$ cat src/rtl/bnn_pkg.sv
// Shared types for the MNIST BNN pipeline.
// Layer blocks decode the state bus through state_t.
package bnn_pkg;

   localparam int IMG_BITS = 784;
   localparam int BEAT_W   = 8;

   typedef enum logic [2:0] {
      s_IDLE    = 3'b000,
      s_LOAD    = 3'b001,
      s_LAYER_1 = 3'b010,
      s_LAYER_2 = 3'b011,
      s_LAYER_3 = 3'b100,
      s_DONE    = 3'b101
   } state_t;

   // Sequencer-internal FSM; CLEAR has no bus encoding of its own.
   typedef enum logic [2:0] {
      F_IDLE,
      F_CLEAR,
      F_LOAD,
      F_L1,
      F_L2,
      F_L3,
      F_DONE
   } fsm_t;

endpackage

$ cat src/rtl/bnn_watchdog.sv
// Per-layer watchdog: cleared on layer entry, counts while enabled,
// saturates at the last cycle and flags expiry there.
module bnn_watchdog #(
   parameter int TIMEOUT_CYCLES = 1024
) (
   input  logic clk_i,
   input  logic rst_i,
   input  logic clr_i,
   input  logic en_i,
   output logic expired_o
);

   localparam int W = $clog2(TIMEOUT_CYCLES);
   localparam logic [W-1:0] LAST = W'(TIMEOUT_CYCLES - 1);

   logic [W-1:0] cnt_q;

   always_ff @(posedge clk_i) begin
      if (rst_i || clr_i) begin
         cnt_q <= '0;
      end else if (en_i && (cnt_q != LAST)) begin
         cnt_q <= cnt_q + 1'b1;
      end
   end

   assign expired_o = en_i && (cnt_q == LAST);

endmodule

$ cat src/rtl/bnn_layer_sequencer.sv
// Inference sequencer: clears the layers, loads an image beat by beat,
// walks LAYER_1..3 under a watchdog and hands off the result.
module bnn_layer_sequencer
   import bnn_pkg::*;
#(
   parameter int LOAD_BEATS     = IMG_BITS / BEAT_W,
   parameter int TIMEOUT_CYCLES = 1024,
   parameter int CLEAR_CYCLES   = 2
) (
   input  logic                          clk,
   input  logic                          rst,
   input  logic                          start,
   input  logic                          in_valid,
   input  logic [BEAT_W-1:0]             in_data,
   output logic                          in_ready,
   output logic                          load_we,
   output logic [$clog2(LOAD_BEATS)-1:0] load_addr,
   output logic [BEAT_W-1:0]             load_data,
   output logic [2:0]                    state,
   output logic                          layer_clr_n,
   input  logic                          l1_done,
   input  logic                          l2_done,
   input  logic                          l3_done,
   output logic                          result_valid,
   input  logic                          result_ready,
   output logic                          busy,
   output logic                          err_timeout
);

   localparam int AW = $clog2(LOAD_BEATS);
   localparam int CW = $clog2(CLEAR_CYCLES + 1);
   localparam logic [AW-1:0] BEAT_LAST = AW'(LOAD_BEATS - 1);
   localparam logic [CW-1:0] CLR_LAST  = CW'(CLEAR_CYCLES - 1);

   fsm_t              fsm_q;
   state_t            state_q;
   logic [AW-1:0]     beat_cnt_q;
   logic [CW-1:0]     clr_cnt_q;
   logic              in_ready_q;
   logic              load_we_q;
   logic [AW-1:0]     load_addr_q;
   logic [BEAT_W-1:0] load_data_q;
   logic              clr_n_q;
   logic              result_valid_q;
   logic              busy_q;
   logic              err_q;

   logic   lyr_done;
   fsm_t   lyr_fsm_d;
   state_t lyr_st_d;
   logic   in_layer;
   logic   wd_clr;
   logic   wd_exp;

   always_comb begin
      lyr_done  = 1'b0;
      lyr_fsm_d = F_DONE;
      lyr_st_d  = s_DONE;
      unique case (fsm_q)
         F_L1: begin
            lyr_done  = l1_done;
            lyr_fsm_d = F_L2;
            lyr_st_d  = s_LAYER_2;
         end
         F_L2: begin
            lyr_done  = l2_done;
            lyr_fsm_d = F_L3;
            lyr_st_d  = s_LAYER_3;
         end
         F_L3:    lyr_done = l3_done;
         default: ;
      endcase
   end

   assign in_layer = fsm_q inside {F_L1, F_L2, F_L3};
   assign wd_clr   = !in_layer || lyr_done;

   bnn_watchdog #(
      .TIMEOUT_CYCLES(TIMEOUT_CYCLES)
   ) u_wd (
      .clk_i    (clk),
      .rst_i    (rst),
      .clr_i    (wd_clr),
      .en_i     (in_layer),
      .expired_o(wd_exp)
   );

   always_ff @(posedge clk) begin
      if (rst) begin
         fsm_q          <= F_IDLE;
         state_q        <= s_IDLE;
         beat_cnt_q     <= '0;
         clr_cnt_q      <= '0;
         in_ready_q     <= 1'b0;
         load_we_q      <= 1'b0;
         load_addr_q    <= '0;
         load_data_q    <= '0;
         clr_n_q        <= 1'b0;
         result_valid_q <= 1'b0;
         busy_q         <= 1'b0;
         err_q          <= 1'b0;
      end else begin
         load_we_q <= 1'b0;
         unique case (fsm_q)
            F_IDLE: begin
               clr_n_q <= 1'b1;
               if (start) begin
                  err_q     <= 1'b0;
                  clr_n_q   <= 1'b0;
                  clr_cnt_q <= '0;
                  busy_q    <= 1'b1;
                  fsm_q     <= F_CLEAR;
               end
            end
            F_CLEAR: begin
               if (clr_cnt_q == CLR_LAST) begin
                  clr_n_q    <= 1'b1;
                  in_ready_q <= 1'b1;
                  beat_cnt_q <= '0;
                  fsm_q      <= F_LOAD;
                  state_q    <= s_LOAD;
               end else begin
                  clr_cnt_q <= clr_cnt_q + 1'b1;
               end
            end
            F_LOAD: begin
               if (in_valid && in_ready_q) begin
                  load_we_q   <= 1'b1;
                  load_addr_q <= beat_cnt_q;
                  load_data_q <= in_data;
                  if (beat_cnt_q == BEAT_LAST) begin
                     in_ready_q <= 1'b0;
                     fsm_q      <= F_L1;
                     state_q    <= s_LAYER_1;
                  end else begin
                     beat_cnt_q <= beat_cnt_q + 1'b1;
                  end
               end
            end
            F_L1, F_L2, F_L3: begin
               // A done on the expiry cycle still counts as success.
               if (lyr_done) begin
                  fsm_q          <= lyr_fsm_d;
                  state_q        <= lyr_st_d;
                  result_valid_q <= (fsm_q == F_L3);
               end else if (wd_exp) begin
                  err_q   <= 1'b1;
                  clr_n_q <= 1'b0;
                  busy_q  <= 1'b0;
                  fsm_q   <= F_IDLE;
                  state_q <= s_IDLE;
               end
            end
            F_DONE: begin
               if (result_ready) begin
                  result_valid_q <= 1'b0;
                  busy_q         <= 1'b0;
                  fsm_q          <= F_IDLE;
                  state_q        <= s_IDLE;
               end
            end
            default: begin
               fsm_q   <= F_IDLE;
               state_q <= s_IDLE;
            end
         endcase
      end
   end

   assign in_ready     = in_ready_q;
   assign load_we      = load_we_q;
   assign load_addr    = load_addr_q;
   assign load_data    = load_data_q;
   assign state        = state_q;
   assign layer_clr_n  = clr_n_q;
   assign result_valid = result_valid_q;
   assign busy         = busy_q;
   assign err_timeout  = err_q;

endmodule
$ cat config.mk
export PLATFORM = sky130hd
export DESIGN_NAME = bnn_layer_sequencer
export DESIGN_NICKNAME = d
export VERILOG_FILES = /design/src/rtl/bnn_pkg.sv /design/src/rtl/bnn_watchdog.sv /design/src/rtl/bnn_layer_sequencer.sv
export SDC_FILE = /design/constraint.sdc
export NUM_CORES = 1
export LEC_CHECK = 0
export ABC_AREA = 1
export CORE_MARGIN = 2
export CORE_UTILIZATION = 30
export CTS_CLUSTER_SIZE = 25
export DETAILED_ROUTE_END_ITERATION = 16
export HOLD_SLACK_MARGIN = 0.15
export PLACE_DENSITY = 0.47
export SYNTH_ARGS = -nofsm -noshare
export SYNTH_HDL_FRONTEND = slang
export SYNTH_SLANG_ARGS = --single-unit
$ cat constraint.sdc
create_clock -name clk -period 2.3 [get_ports clk]
set_clock_uncertainty 0.2 [all_clocks]
set_input_delay 0.345 -clock clk [delete_from_list [all_inputs] [get_ports clk]]
set_output_delay 0.345 -clock clk [all_outputs]
set_load 0.005 [all_outputs]
==> After elaboration in Yosys (flattened, before gate mapping) <==
Cells that the tools add are included.
{ "totals": {"regBits": 46, "inputBits": 16, "output_inout_bits": 24} }
{ "op_classes": {"reduce_logical": 26, "n_bitwise": 2, "muxes": 41, "n_eq_ne": 21, "add_sub_neg": 3} }
{ "ops": {"columns": ["operator", "count"], "rows": [
  ["2-to-1 mux 3 bit", 11],
  ["case mux 3 bit (5 select lines)", 2],
  ["2-to-1 mux 7 bit", 3],
  ["inequality test 2 bit (second input constant)", 9],
  ["AND reduction 4 bit", 4],
  ["case mux 7 bit (2 select lines)", 1],
  ["2-to-1 mux 1 bit", 13],
  ["AND reduction 6 bit", 2],
  ["adder 10 x 1 -> 10 bit (second input constant)", 1],
  ["equality test 10 bit (second input constant)", 1],
  ["inequality test 10 bit (second input constant)", 1],
  ["equality test 3 bit (second input constant)", 3],
  ["case mux 1 bit (3 select lines)", 3],
  ["nonzero test 3 bit", 3],
  ["case mux 2 bit (2 select lines)", 2],
  ["nonzero test 2 bit", 4],
  ["adder 7 x 1 -> 7 bit (second input constant)", 1],
  ["equality test 7 bit (second input constant)", 1],
  ["equality test 3 x 2 -> 1 bit (second input constant)", 2],
  ["case mux 1 bit (2 select lines)", 3],
  ["case mux 3 bit (2 select lines)", 1],
  ["AND reduction 3 bit", 2],
  ["AND reduction 5 bit", 1],
  ["2-to-1 mux 2 bit", 2],
  ["other kinds (13)", 17]
]} }

==> Depth between registers and ports, before layout <==
Gate-level depths: netlist (run 1).
{ "logic_depth": {"ltp_word": 6, "mapped_depth": 12, "mapped_depth_nobuf": 11} }

==> Modules after synthesis <==
From an unflattened synthesis (run 1), not the netlist that was laid out.
{ "unflattened": {"cells_unflattened": 353, "hier_area_um2": 2403.6} }
{ "modules_own_cells": {"columns": ["module", "area_each_um2", "cells_per_inst", "seq_area_each_um2", "n_inst"], "rows": [
  ["bnn_layer_sequencer", 1823.0, 266, 720.7, 1],
  ["bnn_watchdog", 580.6, 87, 200.2, 1]
]} }

==> Worst setup path before layout (run 1) <==
No wires, ideal clock.
{ "synth_timing": {"path_type": "flip-flop to flip-flop", "from": "reg u_wd.cnt_q[0]", "to": "reg u_wd.cnt_q[4]", "setup_time_ns": 0.109, "period_less_slack_ns": 1.660, "path_slack_ns": 0.640, "stages_incl_launch_ff": 11, "path_buffers": 1, "arrival_time_ns": 1.351, "required_ns": 1.991, "path_cell_list": "dfxtp_1 > ha_1 > nand3_1 > nor2_1 > nand2_1 > nand2_2 > buf_6 > nor3_2 > or2_1 > nand2_1 > inv_1"} }
{ "synth_via": {"elab_chain_cells": 2} }
{ "synth_rtl": {"columns": ["item", "line", "source"], "rows": [
  ["from (decl)", "bnn_watchdog.sv:16", "logic [W-1:0] cnt_q;"],
  ["from (signal assigned)", "bnn_watchdog.sv:22", "cnt_q <= cnt_q + 1'b1;"],
  ["branches (longest 2 deep; another with adder 10 x 1 -> 10 bit)", null, null]
]} }
Several ways; the timed one is not identified.
A chain may end at the register's enable or synchronous reset.

==> Worst setup path in the final report (run 1) <==
{ "layout_timing": {"from": "reg fsm_q[2]", "to": "reg fsm_q[2]"} }
{ "layout_via": {"elab_chain_cells": 5} }
{ "layout_rtl": {"columns": ["item", "line", "source"], "rows": [
  ["from (decl)", "bnn_layer_sequencer.sv:35", "fsm_t fsm_q;"],
  ["from (signal assigned)", "bnn_layer_sequencer.sv:143", "fsm_q <= lyr_fsm_d;"],
  ["equality test 3 x 2 -> 1 bit / equality test 3 bit (equally long branches)", "bnn_layer_sequencer.sv:59, bnn_layer_sequencer.sv:75, bnn_layer_sequencer.sv:104", null],
  ["nonzero test 3 bit", "bnn_layer_sequencer.sv:75", "assign in_layer = fsm_q inside {F_L1, F_L2, F_L3};"],
  ["logical AND 1 bit", "bnn_watchdog.sv:26", "assign expired_o = en_i && (cnt_q == LAST);"],
  ["inequality test 3 x 2 -> 1 bit (no line)", null, null],
  ["AND reduction 6 bit (no line)", null, null]
]} }
Several ways; a longest one is shown, not always the timed one.

==> impl_summary.log, run 1 <==
INFO  metric layout_min_cycle_time = around 2 ns
INFO  metric number_of_buffers_inserted_to_repair_setup_after_cts = 0
INFO  metric post_dp_cell_area = between 2000 and 3000 µm²
INFO  metric path_clk_slew = roughly 0.09 ns
INFO  metric timing.slew.headroom = about three quarters
INFO  metric max_cap_viol_count = 0
INFO  metric tritoncts.num_buffers = 5
INFO  metric p_total = between 2 and 3 mW
INFO  metric cts_hold_buf = 0
INFO  metric pleak = 1.15 nW
INFO  metric timing.hold.ws = about 0.27 ns
INFO  metric power_per_cell_area = about 890 nW/µm²
INFO  metric timing_worst_setup_path_type = register to register
INFO  metric synth_commonest_cells = nand2_1 (82), dfxtp_1 (46), nand3_1 (40)
INFO  metric holdCritPathClass = register to register
INFO  metric tritoncts = yes
INFO  metric routed_via_density = ~4.6
INFO  metric fin_crit_sh = slightly below 90%
INFO  metric number_of_global_route_vias_before_repair = about 2.2k
INFO  metric io_pins = 40
INFO  metric place_inst = between 400 and 500
INFO  metric crit_path_start_kind = register
INFO  metric initial_utilization = 30.7%
INFO  metric arrival = 2.03 ns
INFO  metric post_layout_nonfiller_instances = 481
INFO  metric finalSetupTns = 0 ns
INFO  metric drt_first_iter_violations = 68
INFO  metric wire_per_inst = ~12 µm
INFO  metric postRouteWirelength = between 5 and 6 mm
INFO  metric die-height = 92.6 µm
INFO  metric setup_repair_after_global_routing_missed_its_margin = false
INFO  metric run_status = finished clean
INFO  metric syn-cell-area = around 2400 µm²
INFO  metric synth_edf_count = 0
INFO  metric finalHoldViolations = 0
INFO  metric ys_top_cells_by_area = dfxtp_1 (39%), nand2_1 (13%), nand3_1 (8.5%)
INFO  metric residual_overflow_from_global_routing = 0
INFO  metric regArea = roughly 920 µm²
INFO  metric fp-row-count = 32
INFO  metric htreeDepth = 2
INFO  metric synthesis.nets = roughly 360
INFO  metric ys_seq_area_share = around two fifths
INFO  metric grt_max_degree = 21
INFO  metric port_buffers = 39
INFO  metric cts.sinks = 46
INFO  metric postRouteAntennaNets = 0
INFO  metric synth.ff_latch_count = 46
INFO  metric required_arrival_time_at_the_worst_endpoint = 2.34 ns
INFO  metric end_kind = register
INFO  metric final-setup-viol-count = 0
INFO  metric post_layout_inst_area = 2990 µm²
INFO  metric antenna-diode-count = 0
INFO  metric antenna_violations_before_repair = 0
INFO  metric postSynth.asyncResetShare = 0%
INFO  metric crit_path_setup_slack_layout = approximately 0.30 ns
INFO  metric die_w = 92.6 µm
INFO  metric yosysTopAreaCell = dfxtp_1
INFO  metric detailed_route_drc_error_count = 0
INFO  metric via_count = about 2.2k
INFO  metric clock.fmax = 0.501 GHz
INFO  metric final_nets = between 300 and 400
INFO  metric syn-mean-instance-area = about 7.0 µm²
INFO  metric core = between 7000 and 8000 µm²
INFO  metric synth.yosys.warnings = 0
INFO  metric nFillCells = around 840
INFO  metric dp_hpwl = 4.23 mm
INFO  metric worst_skew_pair.late_latency = 0.30 ns
INFO  metric dieArea = between 8000 and 9000 µm²
INFO  metric iteration_count_of_the_initial_detailed_routing_pass = 4
INFO  metric worst-path-max-fanout = 12
INFO  metric syn_to_final_growth = 27.0%
INFO  metric first_pass_grt_wire_length = 10.1 mm
INFO  metric timing.final.max_slew_violations = 0
INFO  metric clock_tree.buffer_depth = 2
INFO  metric gr-usage-all-layers = ~15%
INFO  metric postCtsResizedCells = 0
INFO  metric max-vdd-ir-drop = 0.000320 V
INFO  metric post-route-util = about two fifths
INFO  metric synth_most_common_cell = nand2_1
INFO  metric finalWeightedCongestion = 0.833
INFO  metric timing_worst_slew_pin_value = approximately 0.38 ns
INFO  metric synthCells = ~340
INFO  metric yosys_most_used_dff = dfxtp_1
INFO  metric synth_top_cell_area_share = 39.1%
INFO  metric netlist-cell-type-count = 34
INFO  metric root_buffer = clkbuf_8
INFO  metric multiInputGateArea = 1220 µm²
INFO  metric post_route_cells_drive_above_1_share = about a tenth
INFO  metric place_worst_setup_slack = approximately 0.26 ns
INFO  metric reg2reg_slack = ~0.30 ns
-- area by class of cell --
class,count,area share [%]
Multi-Input combinational cell,243,40.9
Sequential cell,46,30.8
Timing Repair Buffer,46,14.8
Inverter,36,4.52
Tap cell,102,4.26
Clock buffer,6,2.76
Clock inverter,2,2.01
-- sequential cells by signal (all words and copies together) (netlist names) --
name,flops
busy,1
clr_cnt_q,2
fsm_q,3
layer_clr_n,1
result_valid,1
load_addr,7
u_wd.cnt_q,10
in_ready,1
load_data,8
load_we,1
err_timeout,1
state,3
beat_cnt_q,7
-- critical path, cell delays in order (launching register included) --
cell	delay [ns]
dfxtp_1	0.49
nand2_1	0.16
o21ai_0	0.19
nor2_2	0.09
nand2_2	0.26
inv_2	0.13
nand2_2	0.10
nand3_2	0.10
nand2_1	0.08
inv_1	0.03
nor2_1	0.10
-- cells in the final DEF (no fill, tap or decap) --
cell type,count
clkbuf_8,6
nand3_2,1
nor3_1,4
inv_1,30
nor3_2,1
bufinv_16,2
nor3b_2,1
nand2_4,4
inv_2,5
ha_1,4
a21oi_4,1
clkdlybuf4s50_1,39
nand2_1,82
nor2_2,3
xor2_1,3
or2_1,1
and3_1,1
buf_4,7
o21ai_0,8
a21oi_2,3
clkinv_1,1
xnor2_1,3
nand3b_1,3
dfxtp_1,46
nand2_2,4
nand3_1,40
nor2_4,1
nand4_1,4
or2_2,1
o21bai_1,1
nor2_1,33
a21oi_1,36
-- report_power, final --
group          switching [mW]  total (mW)  internal [mW]
logic                   0.615       0.974          0.358
clock network           0.282       0.745          0.464
registers              0.0724       0.940          0.867
-- layer usage --
metal | up-vias | share of wire (%) | track usage (%)
met5 | - | 0 | 0
met4 | 0 | 1.2 | 4.78
met3 | 6 | 4.7 | 4.15
met2 | 39 | 45 | 23.8
met1 | 1017 | 49 | 18.5
li1 | 1160 | - | -
-- path summary, 6_finish.rpt --
check | start | endpoint | cells past startpoint
worst max-delay path | fsm_q[2] | fsm_q[2] | 10
worst min-delay path | load_data[4] | load_data[4] | 2
worst max register to register | fsm_q[2] | fsm_q[2] | 10
worst min register to register | load_data[4] | load_data[4] | 2
-- kinds of logic (layout without fill, tap and decap cells) --
group	after synthesis	count (layout)	share of synthesized area, %
and+or+nand+nor	184	184	36.1
buffers and inverters	48	90	9.02
adders and majority gates	4	4	2.12
DFF	46	46	39.1
AOI/OAI and AO/OA	49	49	11.5
xor gates and xnor gates	6	6	2.23
Power figures use the tool's default switching activity.
==> inputs of run 2 (changes only) <==
--- a/config.mk
+++ b/config.mk
@@ -7,11 +7,13 @@
 export LEC_CHECK = 0
 export ABC_AREA = 1
 export CORE_MARGIN = 2
-export CORE_UTILIZATION = 30
+export CORE_UTILIZATION = 40
+export CTS_BUF_LIST = sky130_fd_sc_hd__clkbuf_8 sky130_fd_sc_hd__clkbuf_16
 export CTS_CLUSTER_SIZE = 25
 export DETAILED_ROUTE_END_ITERATION = 16
 export HOLD_SLACK_MARGIN = 0.15
-export PLACE_DENSITY = 0.47
+export MAX_ROUTING_LAYER = met4
+export PLACE_DENSITY = 0.6
 export SYNTH_ARGS = -nofsm -noshare
 export SYNTH_HDL_FRONTEND = slang
 export SYNTH_SLANG_ARGS = --single-unit
==> run 2 against run 1 <==
Sequential power about the same. Worst setup slack better by 0.039 ns. Cell count down 6.2%. Combinational power down 1%. Critical path type unchanged. Largest cell class unchanged.
==> impl_summary.log, run 2 (same netlist as run 1, synthesis figures left out) <==
INFO  metric routed_via_density = 5.05 (was 4.62)
INFO  metric final_nets = 398 (unchanged)
INFO  metric number_of_global_route_vias_before_repair = 2,185 (was 2,244)
INFO  metric io_pins = 40 (unchanged)
INFO  metric finalSetupTns = 0 ns (unchanged)
INFO  metric clock.fmax = 0.511 GHz (was 0.501 GHz)
INFO  metric crit_path_start_kind = register (unchanged)
INFO  metric place_worst_setup_slack = 0.275 ns (was 0.256 ns)
INFO  metric via_count = 2,277 (was 2,222)
INFO  metric fp-row-count = 27 (was 32)
INFO  metric grt_max_degree = 23 (was 21)
INFO  metric number_of_flip_flops_in_the_largest_register = 10 (unchanged)
INFO  metric post_route_cells_drive_above_1_share = 10.6% (unchanged)
INFO  metric postCtsResizedCells = 0 (unchanged)
INFO  metric holdCritPathClass = register to register (unchanged)
INFO  metric finalWeightedCongestion = 0.920 (was 0.833)
INFO  metric pleak = 1.13 nW (was 1.15 nW)
INFO  metric max_cap_viol_count = 0 (unchanged)
INFO  metric cts_hold_buf = 0 (unchanged)
INFO  metric drt_first_iter_violations = 107 (was 68)
INFO  metric gr-usage-all-layers = 19.3% (was 14.6%)
INFO  metric worst_skew_pair.late_latency = 0.29 ns (was 0.30 ns)
INFO  metric path_clk_slew = 0.09 ns (about the same)
INFO  metric antenna_violations_before_repair = 0 (unchanged)
INFO  metric timing_worst_setup_path_type = register to register (unchanged)
INFO  metric worst-path-max-fanout = 12 (unchanged)
INFO  metric fin_crit_sh = 85.0% (was 86.7%)
INFO  metric timing.final.max_slew_violations = 0 (unchanged)
INFO  metric die_w = 80.8 µm (was 92.6 µm)
INFO  metric timing.hold.ws = 0.262 ns (was 0.267 ns)
INFO  metric port_buffers = 39 (unchanged)
INFO  metric timing.slew.headroom = 74.6% (was 74.5%)
INFO  metric post_layout_inst_area = 2910 µm² (was 2990 µm²)
INFO  metric crit_path_setup_slack_layout = 0.344 ns (was 0.305 ns)
INFO  metric initial_utilization = 42.0% (was 30.7%)
INFO  metric post_dp_cell_area = 2810 µm² (was 2850 µm²)
INFO  metric setup_repair_after_global_routing_missed_its_margin = false (unchanged)
INFO  metric dp_hpwl = 4.09 mm (was 4.23 mm)
INFO  metric wire_per_inst = 12.4 µm (was 12.2 µm)
INFO  metric p_total = 2.42 mW (was 2.66 mW)
INFO  metric required_arrival_time_at_the_worst_endpoint = 2.33 ns (was 2.34 ns)
INFO  metric first_pass_grt_wire_length = 9.76 mm (was 10.1 mm)
INFO  metric timing_worst_slew_pin_value = 0.378 ns (about the same)
INFO  metric clock_tree.buffer_depth = 2 (unchanged)
INFO  metric number_of_buffers_inserted_to_repair_setup_after_cts = 0 (unchanged)
INFO  metric layout_min_cycle_time = 1.96 ns (was 2.00 ns)
INFO  metric syn_to_final_growth = 23.4% (was 27.0%)
INFO  metric tritoncts = yes (unchanged)
INFO  metric cts.sinks = 46 (unchanged)
INFO  metric postRouteWirelength = 5.59 mm (was 5.87 mm)
INFO  metric postRouteAntennaNets = 0 (unchanged)
INFO  metric detailed_route_drc_error_count = 0 (unchanged)
INFO  metric iteration_count_of_the_initial_detailed_routing_pass = 4 (unchanged)
INFO  metric antenna-diode-count = 0 (unchanged)
INFO  metric tritoncts.num_buffers = 5 (unchanged)
INFO  metric residual_overflow_from_global_routing = 0 (unchanged)
INFO  metric core = 5610 µm² (was 7690 µm²)
INFO  metric largest_register = u_wd.cnt_q (unchanged)
INFO  metric layout_common_cells = nand2_1 (82), dfxtp_1 (46), nand3_1 (40) (unchanged)
INFO  metric finalHoldViolations = 0 (unchanged)
INFO  metric final-setup-viol-count = 0 (unchanged)
INFO  metric power_per_cell_area = 834 nW/µm² (was 888 nW/µm²)
INFO  metric arrival = 1.98 ns (was 2.03 ns)
INFO  metric max-vdd-ir-drop = 0.000415 V (was 0.000320 V)
INFO  metric htreeDepth = 2 (unchanged)
INFO  metric die-height = 80.8 µm (was 92.6 µm)
INFO  metric dieArea = 6520 µm² (was 8580 µm²)
INFO  metric end_kind = register (unchanged)
INFO  metric run_status = finished clean (unchanged)
INFO  metric root_buffer = clkbuf_8 (unchanged)
INFO  metric final_common_cell = nand2_1 (unchanged)
run 2: changes by cell type in the layout (fill, tap and decap cells not counted), sizes merged:
| cell | change |
|---|---|
| clkinv | +1 |
| clkinvlp | +1 |
| bufinv | -2 |
run 2: path summary, 6_finish.rpt:
check / start / end / slack [ns] / depth (start not counted)
worst max-delay path: u_wd.cnt_q[0] / fsm_q[2] / 0.34 / 11
worst min-delay path: load_data[0] / load_data[0] / 0.26 / 2
worst max register to register: u_wd.cnt_q[0] / fsm_q[2] / 0.34 / 11
worst min register to register: load_data[0] / load_data[0] / 0.26 / 2
run 2: worst max-delay path, stage by stage, from the launching register on:
cell,delay (ns)
dfxtp_1,0.40
ha_1,0.21
nand3_1,0.09
nor2_1,0.09
nand2_1,0.10
nand2_2,0.26
inv_2,0.12
nand2_2,0.10
nand3_2,0.10
nand2_1,0.08
inv_1,0.04
nor2_1,0.09
run 2: metrics by stage:
stage	util, %	cells
finish	51.9	451
global route	51.9	451
detailed placement	50.2	443
floorplan	-	337
CTS	51.9	451
global placement	50.2	443
run 2: per-layer routing:
| layer | wire (µm) | up-vias | GRT usage [%] | part of all wire, % |
|---|---|---|---|---|
| met3 | 270 | 8 | 3.67 | 4.8 |
| li1 | - | 1160 | - | - |
| met5 | 0 | - | - | 0 |
| met4 | 52 | 0 | 5.42 | 0.93 |
| met2 | 2710 | 58 | 32.9 | 48 |
| met1 | 2560 | 1051 | 23.4 | 46 |
run 2: area by class of cell:
type	count	area [µm²]
Multi-Input combinational cell	243	1220
Sequential cell	46	921
Fill cell	605	2700
Timing Repair Buffer	46	443
Clock buffer	6	82.6
Inverter	36	135
Tap cell	72	90.1
Clock inverter	2	12.5
run 2: report_power, final:
group / leakage, nW / internal (mW) / switching (mW)
logic: 0.709 / 0.359 / 0.603
registers: 0.372 / 0.868 / 0.0733
clock network: 0.0472 / 0.242 / 0.280
total: 1.13 / 1.47 / 0.957
==> inputs of run 3 (changes only) <==
--- a/config.mk
+++ b/config.mk
@@ -7,13 +7,13 @@
 export LEC_CHECK = 0
 export ABC_AREA = 1
 export CORE_MARGIN = 2
-export CORE_UTILIZATION = 40
+export CORE_UTILIZATION = 53
 export CTS_BUF_LIST = sky130_fd_sc_hd__clkbuf_8 sky130_fd_sc_hd__clkbuf_16
 export CTS_CLUSTER_SIZE = 25
 export DETAILED_ROUTE_END_ITERATION = 16
 export HOLD_SLACK_MARGIN = 0.15
 export MAX_ROUTING_LAYER = met4
-export PLACE_DENSITY = 0.6
+export PLACE_DENSITY = 0.77
 export SYNTH_ARGS = -nofsm -noshare
 export SYNTH_HDL_FRONTEND = slang
 export SYNTH_SLANG_ARGS = --single-unit
==> run 3 against run 2 <==
Worst setup slack lost 0.045 ns. Cell count shrank 4.7%. Routed wire length shrank 7.9%. Die area shrank 23%. Non-clock buffer count shrank 1. Clock-buffer cell count grew 1. Maximum frequency shrank 2.3%. Hold slack gained 0.0026 ns. Global-route usage grew 3.5 points. Combinational power shrank 3.5%. Largest power group is now registers.
==> impl_summary.log, run 3 (same netlist as run 1, synthesis figures left out) <==
INFO  metric detailed_route_drc_error_count = 0 (unchanged)
INFO  metric timing.slew.headroom = 75.6% (was 74.6%)
INFO  metric die-height = 70.7 µm (was 80.8 µm)
INFO  metric first_pass_grt_wire_length = 9.06 mm (was 9.76 mm)
INFO  metric cts_hold_buf = 0 (unchanged)
INFO  metric post_route_cells_drive_above_1_share = 10.3% (was 10.6%)
INFO  metric port_buffers = 39 (unchanged)
INFO  metric clock_tree.buffer_depth = 2 (unchanged)
INFO  metric hold_path.startpoint = load_addr[2] (was load_data[0])
INFO  metric tritoncts = yes (unchanged)
INFO  metric number_of_flip_flops_in_the_largest_register = 10 (unchanged)
INFO  metric crit_path_start_kind = register (unchanged)
INFO  metric netSwitchingPower = 929 µW (was 957 µW)
INFO  metric hold_path_depth = 2 (unchanged)
INFO  metric p_sw_share = 38.3% (was 39.5%)
INFO  metric worst_skew_pair.late_latency = 0.30 ns (was 0.29 ns)
INFO  metric root_buffer = clkbuf_8 (unchanged)
INFO  metric wire_per_inst = 12.0 µm (was 12.4 µm)
INFO  metric regArea = 921 µm² (unchanged)
INFO  metric gr-usage-all-layers = 22.8% (was 19.3%)
INFO  metric antenna-diode-count = 0 (unchanged)
INFO  metric postRouteWirelength = 5.15 mm (was 5.59 mm)
INFO  metric cts.sinks = 46 (unchanged)
INFO  metric timing_worst_setup_path_type = register to register (unchanged)
INFO  metric run_status = finished clean (unchanged)
INFO  metric finalHoldViolations = 0 (unchanged)
INFO  metric postCtsResizedCells = 0 (unchanged)
INFO  metric path_clk_slew = 0.09 ns (about the same)
INFO  metric nFillCells = 361 (was 605)
INFO  metric clock.fmax = 0.500 GHz (was 0.511 GHz)
INFO  metric number_of_buffers_inserted_to_repair_setup_after_cts = 0 (unchanged)
INFO  metric largest_register = u_wd.cnt_q (unchanged)
INFO  metric cell_internal_pwr = 1.49 mW (was 1.47 mW)
INFO  metric max-vdd-ir-drop = 0.000438 V (was 0.000415 V)
INFO  metric critical_path.reg2reg.endpoint = fsm_q[1] (was fsm_q[2])
INFO  metric fin_crit_sh = 87.0% (was 85.0%)
INFO  metric iteration_count_of_the_initial_detailed_routing_pass = 4 (unchanged)
INFO  metric power_frac_comb = 38.3% (was 39.7%)
INFO  metric final_common_cell = nand2_1 (unchanged)
INFO  metric number_of_global_route_vias_before_repair = 2,048 (was 2,185)
INFO  metric finalSetupTns = 0 ns (unchanged)
INFO  metric sequentialPowerShare = 39.1% (was 38.8%)
INFO  metric dp_hpwl = 3.72 mm (was 4.09 mm)
INFO  metric p_total = 2.42 mW (about the same)
INFO  metric tritoncts.num_buffers = 5 (unchanged)
INFO  metric drt_first_iter_violations = 162 (was 107)
INFO  metric routed_via_density = 5.19 (was 5.05)
INFO  metric syn_to_final_growth = 22.4% (was 23.4%)
INFO  metric end_kind = register (unchanged)
INFO  metric layout_common_cells = nand2_1 (82), dfxtp_1 (46), nand3_1 (40) (unchanged)
INFO  metric antenna_violations_before_repair = 0 (unchanged)
INFO  metric postRouteAntennaNets = 0 (unchanged)
INFO  metric whs_endpoint = load_addr[2] (was load_data[0])
INFO  metric core = 4320 µm² (was 5610 µm²)
INFO  metric final-setup-viol-count = 0 (unchanged)
INFO  metric required_arrival_time_at_the_worst_endpoint = 2.34 ns (was 2.33 ns)
INFO  metric final_nets = 397 (was 398)
INFO  metric io_pins = 40 (unchanged)
INFO  metric htreeDepth = 2 (unchanged)
INFO  metric max_cap_viol_count = 0 (unchanged)
INFO  metric pleak = 1.13 nW (about the same)
INFO  metric initial_utilization = 54.5% (was 42.0%)
INFO  metric setup_repair_after_global_routing_missed_its_margin = false (unchanged)
INFO  metric reg2reg_depth = 11 (unchanged)
INFO  metric worst-path-max-fanout = 12 (unchanged)
INFO  metric timing.final.max_slew_violations = 0 (unchanged)
INFO  metric part_of_the_power_in_the_clock_network = 22.6% (was 21.5%)
INFO  metric residual_overflow_from_global_routing = 0 (unchanged)
INFO  metric die_w = 70.7 µm (was 80.8 µm)
INFO  metric timing_worst_slew_pin_value = 0.364 ns (was 0.378 ns)
INFO  metric via_count = 2,231 (was 2,277)
INFO  metric post_layout_nonfiller_instances = 430 (was 451)
INFO  metric layout_min_cycle_time = 2.00 ns (was 1.96 ns)
INFO  metric grt_max_degree = 20 (was 23)
INFO  metric reg2reg_slack = 0.30 ns (was 0.34 ns)
INFO  metric timing.rr.start = u_wd.cnt_q[0] (unchanged)
INFO  metric finalWeightedCongestion = 0.900 (was 0.920)
INFO  metric dieArea = 5000 µm² (was 6520 µm²)
INFO  metric power_per_cell_area = 840 nW/µm² (was 834 nW/µm²)
INFO  metric holdCritPathClass = register to register (unchanged)
INFO  metric place_inst = 422 (was 443)
INFO  metric arrival = 2.04 ns (was 1.98 ns)
INFO  metric fp-row-count = 24 (was 27)
INFO  metric multiInputGateArea = 1220 µm² (unchanged)
[run 3: cell types whose count changed in the layout (fill, tap and decap cells not counted)]
cell,delta
clkinv_2,-1
clkinv_4,+1
buf_4,-1
clkinvlp_4,-1
clkbuf_8,+1
[run 3: cell type report]
class	instances	area share, %
flip-flops and latches	46	31.9
multi-input cells	243	42.4
inverters	36	4.68
repair buffers	45	15.1
clock buffers	7	3.34
clock inverters	1	0.304
well taps	52	2.25
[run 3: power by group through the flow]
stage | Combinational, mW | Clock, mW | Sequential, mW
2_1_floorplan | 0.727 | 0 | 0.931
3_3_place_gp | 0.925 | 0 | 0.963
3_5_place_dp | 0.919 | 0 | 0.965
4_1_cts | 0.924 | 0.562 | 0.946
5_1_grt | 1.05 | 0.594 | 0.956
6_report | 0.928 | 0.548 | 0.947
[run 3: worst max-delay path by stage]
stage             startpoint       endpoint  cells after the start
5_1_grt        u_wd.cnt_q[0]       fsm_q[0]                     10
3_5_place_dp         l3_done  u_wd.cnt_q[0]                      8
4_1_cts        u_wd.cnt_q[0]       fsm_q[0]                     11
6_report       u_wd.cnt_q[0]       fsm_q[1]                     11
2_1_floorplan  u_wd.cnt_q[0]  u_wd.cnt_q[4]                     10
3_3_place_gp         l3_done  u_wd.cnt_q[2]                      8
[run 3: critical path: stages, from the launching register on]
cell and delay [ns]:
dfxtp_1 0.40, ha_1 0.22, nand3_1 0.10, nor2_1 0.12
nand2_1 0.11, nand2_2 0.26, inv_2 0.13, nand2_2 0.10
nand3_2 0.09, nand2_1 0.07, inv_1 0.04, nor2_1 0.09
[run 3: per-layer routing]
layer,part of all wire [%],track usage (%),vias up
li1,-,-,1165
met1,47,27.9,995
met2,45,36.1,62
met3,6.3,5.98,9
met4,1.7,8.60,0
met5,0,-,-
[run 3: per-stage QoR]
step | worst slack [ns] | cell area, µm² | util, % | hold slack (ns)
2_1_floorplan | 0.640 | 2360 | - | 0.240
3_3_place_gp | 0.351 | 2780 | 64.3 | 0.247
3_5_place_dp | 0.313 | 2780 | 64.3 | 0.254
4_1_cts | 0.275 | 2890 | 66.7 | 0.264
5_1_grt | 0.108 | 2890 | 66.7 | 0.290
6_report | 0.299 | 2890 | 66.7 | 0.265
==> edit: new RTL, config.mk and constraints of run 3 <==
Set the parameter `CLEAR_CYCLES` to 1 (it was 2).
--- a/src/rtl/bnn_layer_sequencer.sv
+++ b/src/rtl/bnn_layer_sequencer.sv
@@ -7,3 +7,3 @@
    parameter int TIMEOUT_CYCLES = 1024,
-   parameter int CLEAR_CYCLES   = 2
+   parameter int CLEAR_CYCLES   = 1
 ) (
Behaviour: not the same (Yosys sat finds a counterexample within 4 cycles, from zero or initial values and one cycle with rst high).
==> edit against run 3 <==
Sequential power fell by 3.7%. Sequential share of layout area rose by 0.42 points. Critical path depth fell by 5. Wire length fell by 5.8%. Setup slack got worse by 0.062 ns. Global-route usage rose by 0.35 points. Final cell count fell by 5.1%. Largest cell class unchanged. Total power fell by 4.7%. Die area fell by 6.7%. Highest routed layer unchanged. Count of clock-buffer cells in the layout did not move. Sequential cell count fell by 2. Synthesized area fell by 7.1%. Cell area fell by 5.6%.
==> edit: results (changes against run 3) <==
Drt
The violation count after the first detailed-route iteration came to 126 (-22%). The mean routed wirelength per cell is 11.9 µm (-0.71%). The iteration count of the initial detailed-routing pass was 5 (+1).

Run status
The run finished with clean final reports.

Placement
The routability-driven placement congestion ratio is 0.893 (-0.84%). The placement-stage worst setup slack is 0.244 ns (-0.0681 ns). The post-place instance area is 2630 µm² (-5.5%). The half-perimeter wire length after placement came to 3590 µm (-3.3%).

Cells and area
The number of nets in the layout is 377 (-5.0%). The number of antenna diodes is 0 (unchanged). The share of final-layout standard cells stronger than drive strength 1 is 11.2% (+0.86 points). The flip-flop count of the largest register, all copies and words added is 10 (unchanged).

Logic synthesis
The number of different library cells in the post-synthesis netlist is 31 (-8.8%). The sequential fraction of the synthesis area is 40.2% (+1.2 points). The synthesized net count is 334 (-6.4%). By area the synthesized netlist is led by dfxtp_1 40%, nand2_1 12%, nor2_1 9.3%. The commonest cells after synthesis are 68 x nand2_1, 54 x nor2_1, 44 x dfxtp_1, 30 x inv_1, 23 x a21oi_1.

Worst setup path
The maximum fanout along the worst path came to 11 (-1). The biggest cell delay along the critical path is 0.59 ns (+0.19 ns). The arrival time of data at the critical path endpoint is 2.09 ns (+0.05 ns).

Global routing
The pin count of the biggest net entering global routing is 13 (-35%). The wire length of the first global-routing pass was 7820 µm (-14%). The number of global-route vias before repair is 1857 (-9.3%). The overall routing resource usage was 23.1% (+0.35 points).

Die
The die outline area is 4660 µm² (-6.7%).

Power and ir drop
The maximum vdd drop is 0.000581 V (+33%). The leakage power is 1.14 nW (+1.1%).

Timing
The actual transition at the worst max-transition pin came to 0.505 ns (+0.142 ns).
==> edit: stage by stage <==
step / utilization [%] / hold slack, ns / std cells
2_1_floorplan: - / 0.241 / 315
3_3_place_gp: 65.7 / 0.243 / 401
3_5_place_dp: 65.7 / 0.247 / 401
4_1_cts: 68.1 / 0.267 / 408
5_1_grt: 68.1 / 0.278 / 408
6_report: 68.1 / 0.261 / 408
==> edit: cells by family after synthesis <==
group                      count (synthesis)  share of synthesized area, %
adders and majority gates                  3                          1.71
xor gates and xnor gates                   5                          2.00
DFF                                       44                          40.2
AOI/OAI and AO/OA                         49                          11.8
buffers and inverters                     48                          9.26
and+or+nand+nor                          166                          35.0
==> edit: routing by layer <==
metal,global-route usage [%],up-vias,part of all wire [%]
met5,-,-,0
met2,38.6,54,49
met4,9.50,0,1.4
met3,5.59,4,5.3
met1,26.6,933,44
li1,-,1078,-
==> edit: final timing paths <==
path	cells past startpoint	startpoint	end	slack [ns]
max	6	fsm_q[1]	beat_cnt_q[1]	0.24
min reg2reg	2	layer_clr_n	layer_clr_n	0.26
min	2	layer_clr_n	layer_clr_n	0.26
max reg2reg	6	fsm_q[1]	beat_cnt_q[1]	0.24
==> edit: worst max-delay path: cells and delay by family (launching register included) <==
family / cells / cell delay (ns)
AND/OR/NAND/NOR: 4 / 0.87
AO/OA/AOI/OAI: 1 / 0.11
buffers and inverters: 1 / 0.22
flip-flops: 1 / 0.59
==> edit: power by group <==
group | switching [mW] | leakage (nW) | internal, mW | total, mW
clock network | 0.246 | 0.0503 | 0.267 | 0.513
registers | 0.0723 | 0.357 | 0.840 | 0.912
logic | 0.541 | 0.736 | 0.342 | 0.884
total | 0.860 | 1.14 | 1.45 | 2.31
==> edit: final cells by class <==
class	instances	area (µm²)
Fill cell	355	1280
Multi-Input combinational cell	223	1110
Sequential cell	44	881
Timing Repair Buffer	44	428
Inverter	40	150
Clock buffer	7	96.3
Tap cell	50	62.6
